**config.mk**
```make
export PLATFORM = sky130hd
export DESIGN_NAME = bp_cce_mem_cmd_sender
export DESIGN_NICKNAME = d
export VERILOG_FILES = /design/src/rtl/bp_me_pkg.sv /design/src/rtl/bp_cce_credit_counter.sv /design/src/rtl/bp_cce_mem_cmd_sender.sv
export SDC_FILE = /design/constraint.sdc
export NUM_CORES = 1
export LEC_CHECK = 0
export BUFFER_PORTS_ARGS = -buffer_cell sky130_fd_sc_hd__clkbuf_2
export CAP_MARGIN = 20
export CORE_AREA = 2 2 159 161
export DETAILED_ROUTE_END_ITERATION = 7
export DIE_AREA = 0 0 161 163
export PLACE_DENSITY = 0.57
export SLEW_MARGIN = 20
export SYNTH_ARGS = -nofsm -noshare
export SYNTH_HDL_FRONTEND = slang
export SYNTH_SLANG_ARGS = --single-unit
```
**constraint.sdc**
```tcl
create_clock -name clk_i -period 2.45 [get_ports clk_i]
set_input_delay 0.245 -clock clk_i [delete_from_list [all_inputs] [get_ports clk_i]]
set_output_delay 0.245 -clock clk_i [all_outputs]
set_load 0.02 [all_outputs]
```
**src/rtl/bp_me_pkg.sv**
```systemverilog
// Shared types for the CCE memory-side blocks.
// Holds the command sender FSM state encoding.
package bp_me_pkg;

  typedef enum logic [1:0] {
    e_idle   = 2'd0,
    e_header = 2'd1,
    e_data   = 2'd2
  } bp_cce_mem_cmd_sender_state_e;

endpackage

```
**src/rtl/bp_cce_credit_counter.sv**
```systemverilog
// Memory-network credit counter: down on send, up on return, registered count/empty.
// Latency 1 cycle from strobe to count; a return while full is flagged and saturates.
module bp_cce_credit_counter #(
  parameter int max_credits_p = 8,
  parameter int count_width_lp = $clog2(max_credits_p + 1)
) (
  input  logic                      clk_i,
  input  logic                      reset_n_i,
  input  logic                      down_i,
  input  logic                      up_i,
  output logic [count_width_lp-1:0] count_o,
  output logic                      empty_o
);

  localparam logic [count_width_lp-1:0] MaxCount = count_width_lp'(max_credits_p);

  logic [count_width_lp-1:0] r_count;
  logic                      r_empty;
  logic [count_width_lp-1:0] w_count_nxt;

  always_comb begin
    w_count_nxt = r_count;
    case ({up_i, down_i})
      2'b10:   w_count_nxt = (r_count == MaxCount) ? r_count : r_count + count_width_lp'(1);
      2'b01:   w_count_nxt = (r_count == '0) ? r_count : r_count - count_width_lp'(1);
      default: w_count_nxt = r_count;
    endcase
  end

  always_ff @(posedge clk_i or negedge reset_n_i) begin
    if (!reset_n_i) begin
      r_count <= MaxCount;
      r_empty <= (max_credits_p == 0);
    end else begin
      r_count <= w_count_nxt;
      r_empty <= (w_count_nxt == '0);
    end
  end

  // A return with no outstanding send means the memory side returned a credit it never had.
  always @(posedge clk_i) begin
    if (reset_n_i) begin
      assert (!(up_i && !down_i && (r_count == MaxCount)))
        else $warning("credit returned while counter already at maximum");
    end
  end

  assign count_o = r_count;
  assign empty_o = r_empty;

endmodule

```
**src/rtl/bp_cce_mem_cmd_sender.sv**
```systemverilog
// Forwards CCE memory command headers (registered, 1 cycle) and data beats (combinational).
// Header accept is gated by credits; data ready mirrors the memory side during the data phase.
module bp_cce_mem_cmd_sender
  import bp_me_pkg::*;
#(
  parameter int header_width_p    = 128,
  parameter int data_width_p      = 64,
  parameter int max_beats_p       = 8,
  parameter int mem_max_credits_p = 8,
  parameter int beats_width_lp    = $clog2(max_beats_p + 1),
  parameter int credit_width_lp   = $clog2(mem_max_credits_p + 1)
) (
  input  logic                       clk_i,
  input  logic                       reset_n_i,
  input  logic [header_width_p-1:0]  cmd_header_i,
  input  logic [beats_width_lp-1:0]  cmd_num_beats_i,
  input  logic                       cmd_header_v_i,
  output logic                       cmd_header_ready_and_o,
  input  logic [data_width_p-1:0]    cmd_data_i,
  input  logic                       cmd_data_v_i,
  output logic                       cmd_data_ready_and_o,
  output logic [header_width_p-1:0]  mem_cmd_header_o,
  output logic                       mem_cmd_header_v_o,
  input  logic                       mem_cmd_header_ready_and_i,
  output logic [data_width_p-1:0]    mem_cmd_data_o,
  output logic                       mem_cmd_data_v_o,
  input  logic                       mem_cmd_data_ready_and_i,
  input  logic                       mem_resp_yumi_i,
  output logic [credit_width_lp-1:0] credit_count_o,
  output logic                       credits_empty_o
);

  bp_cce_mem_cmd_sender_state_e r_state, w_state_nxt;
  logic [header_width_p-1:0]    r_header;
  logic [beats_width_lp-1:0]    r_num_beats;
  logic [beats_width_lp-1:0]    r_beat_cnt;
  logic                         w_hdr_accept;
  logic                         w_send;
  logic                         w_beat_accept;
  logic                         w_credits_empty;

  bp_cce_credit_counter #(
    .max_credits_p(mem_max_credits_p)
  ) u_credits (
    .clk_i    (clk_i),
    .reset_n_i(reset_n_i),
    .down_i   (w_send),
    .up_i     (mem_resp_yumi_i),
    .count_o  (credit_count_o),
    .empty_o  (w_credits_empty)
  );

  always_comb begin
    w_state_nxt            = r_state;
    cmd_header_ready_and_o = 1'b0;
    mem_cmd_header_v_o     = 1'b0;
    mem_cmd_data_v_o       = 1'b0;
    cmd_data_ready_and_o   = 1'b0;
    w_hdr_accept           = 1'b0;
    w_send                 = 1'b0;
    w_beat_accept          = 1'b0;
    case (r_state)
      e_idle: begin
        cmd_header_ready_and_o = ~w_credits_empty;
        w_hdr_accept           = cmd_header_v_i & ~w_credits_empty;
        if (w_hdr_accept) w_state_nxt = e_header;
      end
      e_header: begin
        mem_cmd_header_v_o = 1'b1;
        w_send             = mem_cmd_header_ready_and_i;
        if (w_send) w_state_nxt = (r_num_beats == '0) ? e_idle : e_data;
      end
      e_data: begin
        mem_cmd_data_v_o     = cmd_data_v_i;
        cmd_data_ready_and_o = mem_cmd_data_ready_and_i;
        w_beat_accept        = cmd_data_v_i & mem_cmd_data_ready_and_i;
        // Compare against count+1 so a zero beat count can never underflow here.
        if (w_beat_accept && ((r_beat_cnt + beats_width_lp'(1)) == r_num_beats))
          w_state_nxt = e_idle;
      end
      default: w_state_nxt = e_idle;
    endcase
  end

  always_ff @(posedge clk_i or negedge reset_n_i) begin
    if (!reset_n_i) begin
      r_state     <= e_idle;
      r_header    <= '0;
      r_num_beats <= '0;
      r_beat_cnt  <= '0;
    end else begin
      r_state <= w_state_nxt;
      if (w_hdr_accept) begin
        r_header    <= cmd_header_i;
        r_num_beats <= cmd_num_beats_i;
      end
      if (w_send)             r_beat_cnt <= '0;
      else if (w_beat_accept) r_beat_cnt <= r_beat_cnt + beats_width_lp'(1);
    end
  end

  assign mem_cmd_header_o = r_header;
  assign mem_cmd_data_o   = cmd_data_i;
  assign credits_empty_o  = w_credits_empty;

endmodule
```
### After elaboration in Yosys (flattened, before gate mapping)

Index checks and enable logic that the tools add are counted.

| word-level totals | value |
|---|---|
| bits in registers | 143 |
| bits of input ports | 203 |
| output and inout port bits | 201 |
| word-level logic and storage cells | 45 |

| cells by class | value |
|---|---|
| add/sub/neg operators | 3 |
| equal/unequal tests | 9 |
| multiplexer cells | 17 |
| bitwise operators | 3 |
| reductions and logical operators | 7 |

Operator list:

| cell | number |
|---|---|
| $mux W4 | 4 |
| $logic_not A4 Y1 | 3 |
| $add A4 B1 Y4 const B | 2 |
| $mux W2 | 4 |
| $pmux W4 S2 | 1 |
| $mux W1 | 7 |
| $ne A2 B2 Y1 const B | 3 |
| $pmux W2 S3 | 1 |
| $eq A2 B1 Y1 const B | 2 |
| $eq A2 B2 Y1 const B | 2 |
| $eq A4 B4 Y1 | 1 |
| $eq A4 B4 Y1 const B | 1 |
| $sub A4 B1 Y4 const B | 1 |
| $reduce_and A3 Y1 | 1 |
| $and A1 B1 Y1 | 2 |
| $logic_not A2 Y1 | 1 |
| $reduce_bool A2 Y1 | 1 |
| $logic_and A1 B1 Y1 | 1 |
| $not A1 Y1 | 1 |

### Longest topological paths before layout

| depth | value |
|---|---|
| depth in word-level cells | 5 |
| depth in mapped cells | 9 |
| depth with buffers taken out | 8 |

### Hierarchy

From an unflattened synthesis, not the netlist that was laid out.

| second synthesis, totals | value |
|---|---|
| cell total of the unflattened synthesis | 433 |
| area total of the unflattened synthesis | 6611.3 µm² |

By module, submodules not included:

| module | times used | cells each | area an instance (µm²) | seq. area each (µm²) |
|---|---|---|---|---|
| bp_cce_mem_cmd_sender | 1 | 382 | 6158.4 | 3453.3 |
| bp_cce_credit_counter | 1 | 51 | 452.9 | 126.4 |

### Worst setup path after synthesis

OpenSTA, ideal clock, no wires.

| path | value |
|---|---|
| path kind | flip-flop to flip-flop |
| start point | reg r_state[0] |
| end point | reg u_credits.r_empty (netlist: u_credits.empty_o) |
| setup time | 0.101 ns |
| arrival | 2.190 ns |
| data required time | 2.349 ns |
| path slack | 0.159 ns |
| cell stages (with the launch flop) | 8 |
| buffers on the path | 0 |
| clock period less this slack | 2.291 ns |
| path through | dfrtp_1 nor2b_1 nand2_1 ha_1 or4b_1 o311ai_0 a22oi_2 nor4_1 |

| between the ends | value |
|---|---|
| cells in the longest elaborated chain, start to end | 5 |
| elaborated cells between the ends (all ways) | 6 |
| those cells by class | eq/ne (3); mux (2); reduce/logical (1) |

RTL lines:

| item | RTL line | source |
|---|---|---|
| start: declaration | bp_cce_mem_cmd_sender.sv:33 | `bp_cce_mem_cmd_sender_state_e r_state, w_state_nxt;` |
| start signal: assignment | bp_cce_mem_cmd_sender.sv:87 | `r_state <= e_idle;` |
| start signal: assignment | bp_cce_mem_cmd_sender.sv:92 | `r_state <= w_state_nxt;` |
| $eq A2 B1 Y1 * | bp_cce_mem_cmd_sender.sv:62 | `case (r_state)` |
| $mux W1 * | bp_cce_mem_cmd_sender.sv:62 |  |
| $eq A2 B1 Y1 or $eq A2 B2 Y1 (tied branches) | bp_cce_credit_counter.sv:23 | `case ({up_i, down_i})` |
| $pmux W4 S2 * | bp_cce_credit_counter.sv:23 |  |
| named net u_credits.w_count_nxt[0] | bp_cce_credit_counter.sv:19 | `logic [count_width_lp-1:0] w_count_nxt;` |
| $logic_not A4 Y1 * | bp_cce_credit_counter.sv:36 | `r_empty <= (w_count_nxt == '0);` |
| end signal: assignment | bp_cce_credit_counter.sv:33 | `r_empty <= (max_credits_p == 0);` |
| end signal: assignment | bp_cce_credit_counter.sv:36 |  |
| end: declaration | bp_cce_credit_counter.sv:18 | `logic r_empty;` |

The timed path passes the listed nets; every way through them passes the cells marked *.
A chain may end at the register's enable or synchronous reset.

### Worst setup path after layout

Same ends and word-level chain as after synthesis.

==> results.sh <==
export IMPL_status="complete, no violations"
export IMPL_grt_pass1_vias=3975
export IMPL_holdPathStages=2
export IMPL_critPathLaunch="r_state[0]$_DFFE_PN0P_"
export IMPL_cts_tree="done"
export IMPL_cellLeakagePower_nw=4.15
export IMPL_hold_path_end="mem_cmd_header_o[1]$_DFFE_PN0P_"
export IMPL_nets=861
export IMPL_crit_chain="nor2b_1 -> nand2_1 -> ha_1 -> or4b_1 -> o311ai_0 -> a22oi_2 -> nor4_1"
export IMPL_drt_antenna_violating_nets=0
export IMPL_yosysUniqueCellTypes=46
export IMPL_grt_overflow=0
export IMPL_n_antenna_cell=0
export IMPL_crit_cells=7
export IMPL_reg2reg_from="r_state[0]$_DFFE_PN0P_"
export IMPL_ys_ff_latch=143
export IMPL_seq_area_frac_synth_pct=55.6
export IMPL_dieArea_um2=26200
export IMPL_setup_violations_final=0
export IMPL_drv_cap=0
export IMPL_drcViolationCount=0
export IMPL_vias_per_cell=4.04
export IMPL_min_delay_start="cmd_header_i[1]"
export IMPL_final_hold_viol_count=0
export IMPL_min_period_ns=2.27
export IMPL_drive_above_1_share_pct=58.3
export IMPL_worst_setup_path_type="reg -> reg"
export IMPL_hp_class="in -> reg"
export IMPL_clock_skew_ns=0.00913
export IMPL_critPathLaunchType="register"
export IMPL_postCtsSetupBuffers=0
export IMPL_tns_ns=0
export IMPL_synth_top_area_cell="dfrtp_1"
export IMPL_crit_buf_inv=0
export IMPL_drt_iter0_markers=142
export IMPL_crit_family="simple AND/OR/NAND/NOR gates"
export IMPL_max_vdd_ir_drop_mv=0.585
export IMPL_num_rows=58
export IMPL_synth_edf_count=0
export IMPL_htree_levels=4
export IMPL_tightestPinTransition_ns=0.410
export IMPL_area_growth_pct=29.4
export IMPL_numPortBuffers=275
export IMPL_multiInputGateArea_um2=2220
export IMPL_synth_area_leaders="dfrtp_1 55%, mux2_4 16%, mux2_1 11%"
export IMPL_insertion_delay_ns=0.41
export IMPL_core_area_um2=24700
export IMPL_wire_per_inst_um=15.1
export IMPL_grt_max_degree=59
export IMPL_die_height_um=163
export IMPL_cp_arrival_ns=2.57
export IMPL_synth_avg_cell_area_um2=15.0
export IMPL_seqCellArea_um2=3580
export IMPL_clk_path_buf_depth=2
export IMPL_ys_warn_count=0
export IMPL_drv_slew=0
export IMPL_synthArstFlopShare_pct=100
export IMPL_num_fill_cells=2489
export IMPL_fp_dieW_um=161
export IMPL_clock_root_buffer="clkbuf_16"
export IMPL_cp_max_fo=7
export IMPL_grt_pass1_wl_mm=22.7
export IMPL_synth_top_area_share_pct=55.1
export IMPL_grt_antenna_before_repair=0
export IMPL_clock_sinks=143
export IMPL_syn_inst=429
export IMPL_dr_total_vias=4026
export IMPL_cpPeakStageDelay_ns=0.51
export IMPL_r2r_cells=7
export IMPL_dr_pass1_iters=4
export IMPL_grt_usage_pct=11.1
export IMPL_utilization_pct=33.8
export IMPL_netlist_area_um2=6440
export IMPL_r2r_end="u_credits.empty_o$_DFF_PN0_"
export IMPL_pin_count=404
export IMPL_hpwl_mm=11.2
export IMPL_post_route_period_util_pct=92.8
export IMPL_power_density_nw_per_um2=1450
export IMPL_required_ns=2.75
export IMPL_drt_total_wl_mm=15.0
export IMPL_endpoint_kind="register"
export IMPL_cts_buffers=17
export IMPL_max_slew_margin_rel_pct=71.9
export IMPL_rsz0062_at_grt="false"
export IMPL_gp_congestion=0.696
export IMPL_fmax_ghz=0.440
export IMPL_ff2ff_setup_slack_ns=0.18
export IMPL_synth_flop_cell="dfrtp_1"
export IMPL_clk_pin_slew_ns=0.06
export IMPL_slowest_stage="or4b_1"
export IMPL_start_util_pct=26.1
export IMPL_syn_nets=637
[state kept, by name, summed over array words and instances, names as in the netlist]
signal,cells
r_state,2
mem_cmd_header_o,128
u_credits.empty_o,1
r_num_beats,4
u_credits.count_o,4
r_beat_cnt,4
[how the worst max path moves through the flow]
| stage | to | slack [ns] |
|---|---|---|
| 6_report | u_credits.empty_o$_DFF_PN0_ | 0.18 |
| 5_1_grt | u_credits.empty_o$_DFF_PN0_ | 0.03 |
| 4_1_cts | u_credits.empty_o$_DFF_PN0_ | 0.19 |
| 3_5_place_dp | u_credits.empty_o$_DFF_PN0_ | 0.20 |
| 3_3_place_gp | u_credits.empty_o$_DFF_PN0_ | 0.30 |
| 2_1_floorplan | u_credits.empty_o$_DFF_PN0_ | 0.16 |
[repair_timing]
item	4_1_cts	5_1_grt
hold buffers	1	0
resized for setup	0	0
endpoints found under the setup margin	0	0
endpoints found under the hold margin	36	0
[layout by cell type (no fill, tap or decap), types with 2 or more instances in the layout]
cell type,netlist,final
inv_1,7,7
dfrtp_1,142,142
xnor2_1,4,4
nor3b_1,2,2
clkbuf_1,2,3
buf_12,0,7
a31oi_1,2,2
nor2_1,3,3
mux2_4,69,69
o21ai_1,2,2
o311ai_0,2,2
buf_4,64,3
mux2_1,63,63
nor4_1,2,2
o21ai_0,2,2
nor2b_1,3,3
clkinv_2,0,4
clkbuf_8,0,3
and4b_1,2,2
or4b_1,2,2
ha_1,5,5
clkbuf_2,0,274
o31ai_1,2,2
xor2_1,2,2
clkinv_4,0,3
clkbuf_16,0,17
nand3_1,2,2
nand2_1,6,6
clkinvlp_4,0,2
a21oi_1,3,3
[final cells by class]
| cell class | count | share of cell area [%] |
|---|---|---|
| multi-input cells | 197 | 26.7 |
| clock buffers | 23 | 5.73 |
| inverters | 8 | 0.360 |
| repair buffers | 286 | 18.6 |
| well taps | 330 | 4.95 |
| clock inverters | 9 | 0.735 |
| flip-flops and latches | 143 | 42.9 |
[synth_stat cells, types with 3 or more instances]
library cell,n
dfrtp_1,142
mux2_4,69
buf_4,64
mux2_1,63
buf_6,8
buf_2,7
inv_1,7
nand2_1,6
ha_1,5
xnor2_1,4
a21oi_1,3
nor2_1,3
nor2b_1,3
[where the power goes]
| group | switching (mW) | leakage, nW | internal [mW] |
|---|---|---|---|
| Combinational | 2.92 | 2.19 | 2.50 |
| Clock | 1.00 | 0.263 | 1.37 |
| Sequential | 0.706 | 1.69 | 3.56 |
| Total | 4.62 | 4.15 | 7.44 |
[per-stage QoR]
stage | hold WS [ns] | instances | area (µm²) | power, mW | setup WS, ns
3_5_place_dp | 0.190 | 963 | 7790 | 9.82 | 0.197
6_report | 0.0471 | 996 | 8340 | 12.1 | 0.177
3_3_place_gp | 0.188 | 963 | 7790 | 9.76 | 0.301
2_1_floorplan | -0.0506 | 429 | 6440 | 8.06 | 0.159
5_1_grt | 0.0240 | 996 | 8340 | 12.8 | 0.0261
4_1_cts | 0.0197 | 996 | 8340 | 12.3 | 0.188
[per-layer routing]
layer,global-route usage [%],part of all wire (%)
met1,12.8,39
met2,18.7,51
met3,3.69,7.3
met4,5.24,2.6
met5,0,0
[kinds of logic (layout without fill, tap and decap cells)]
| group | after synthesis | after routing | share of synthesized area [%] |
|---|---|---|---|
| mux | 132 | 132 | 27.1 |
| flops | 143 | 143 | 55.6 |
| simple gates | 31 | 31 | 2.99 |
| compound gates | 23 | 23 | 2.60 |
| fa+ha+maj | 5 | 5 | 0.971 |
| buf+inv | 89 | 326 | 9.98 |
| xor+xnor | 6 | 6 | 0.816 |
Note: power is estimated with default switching activity, not from simulation.
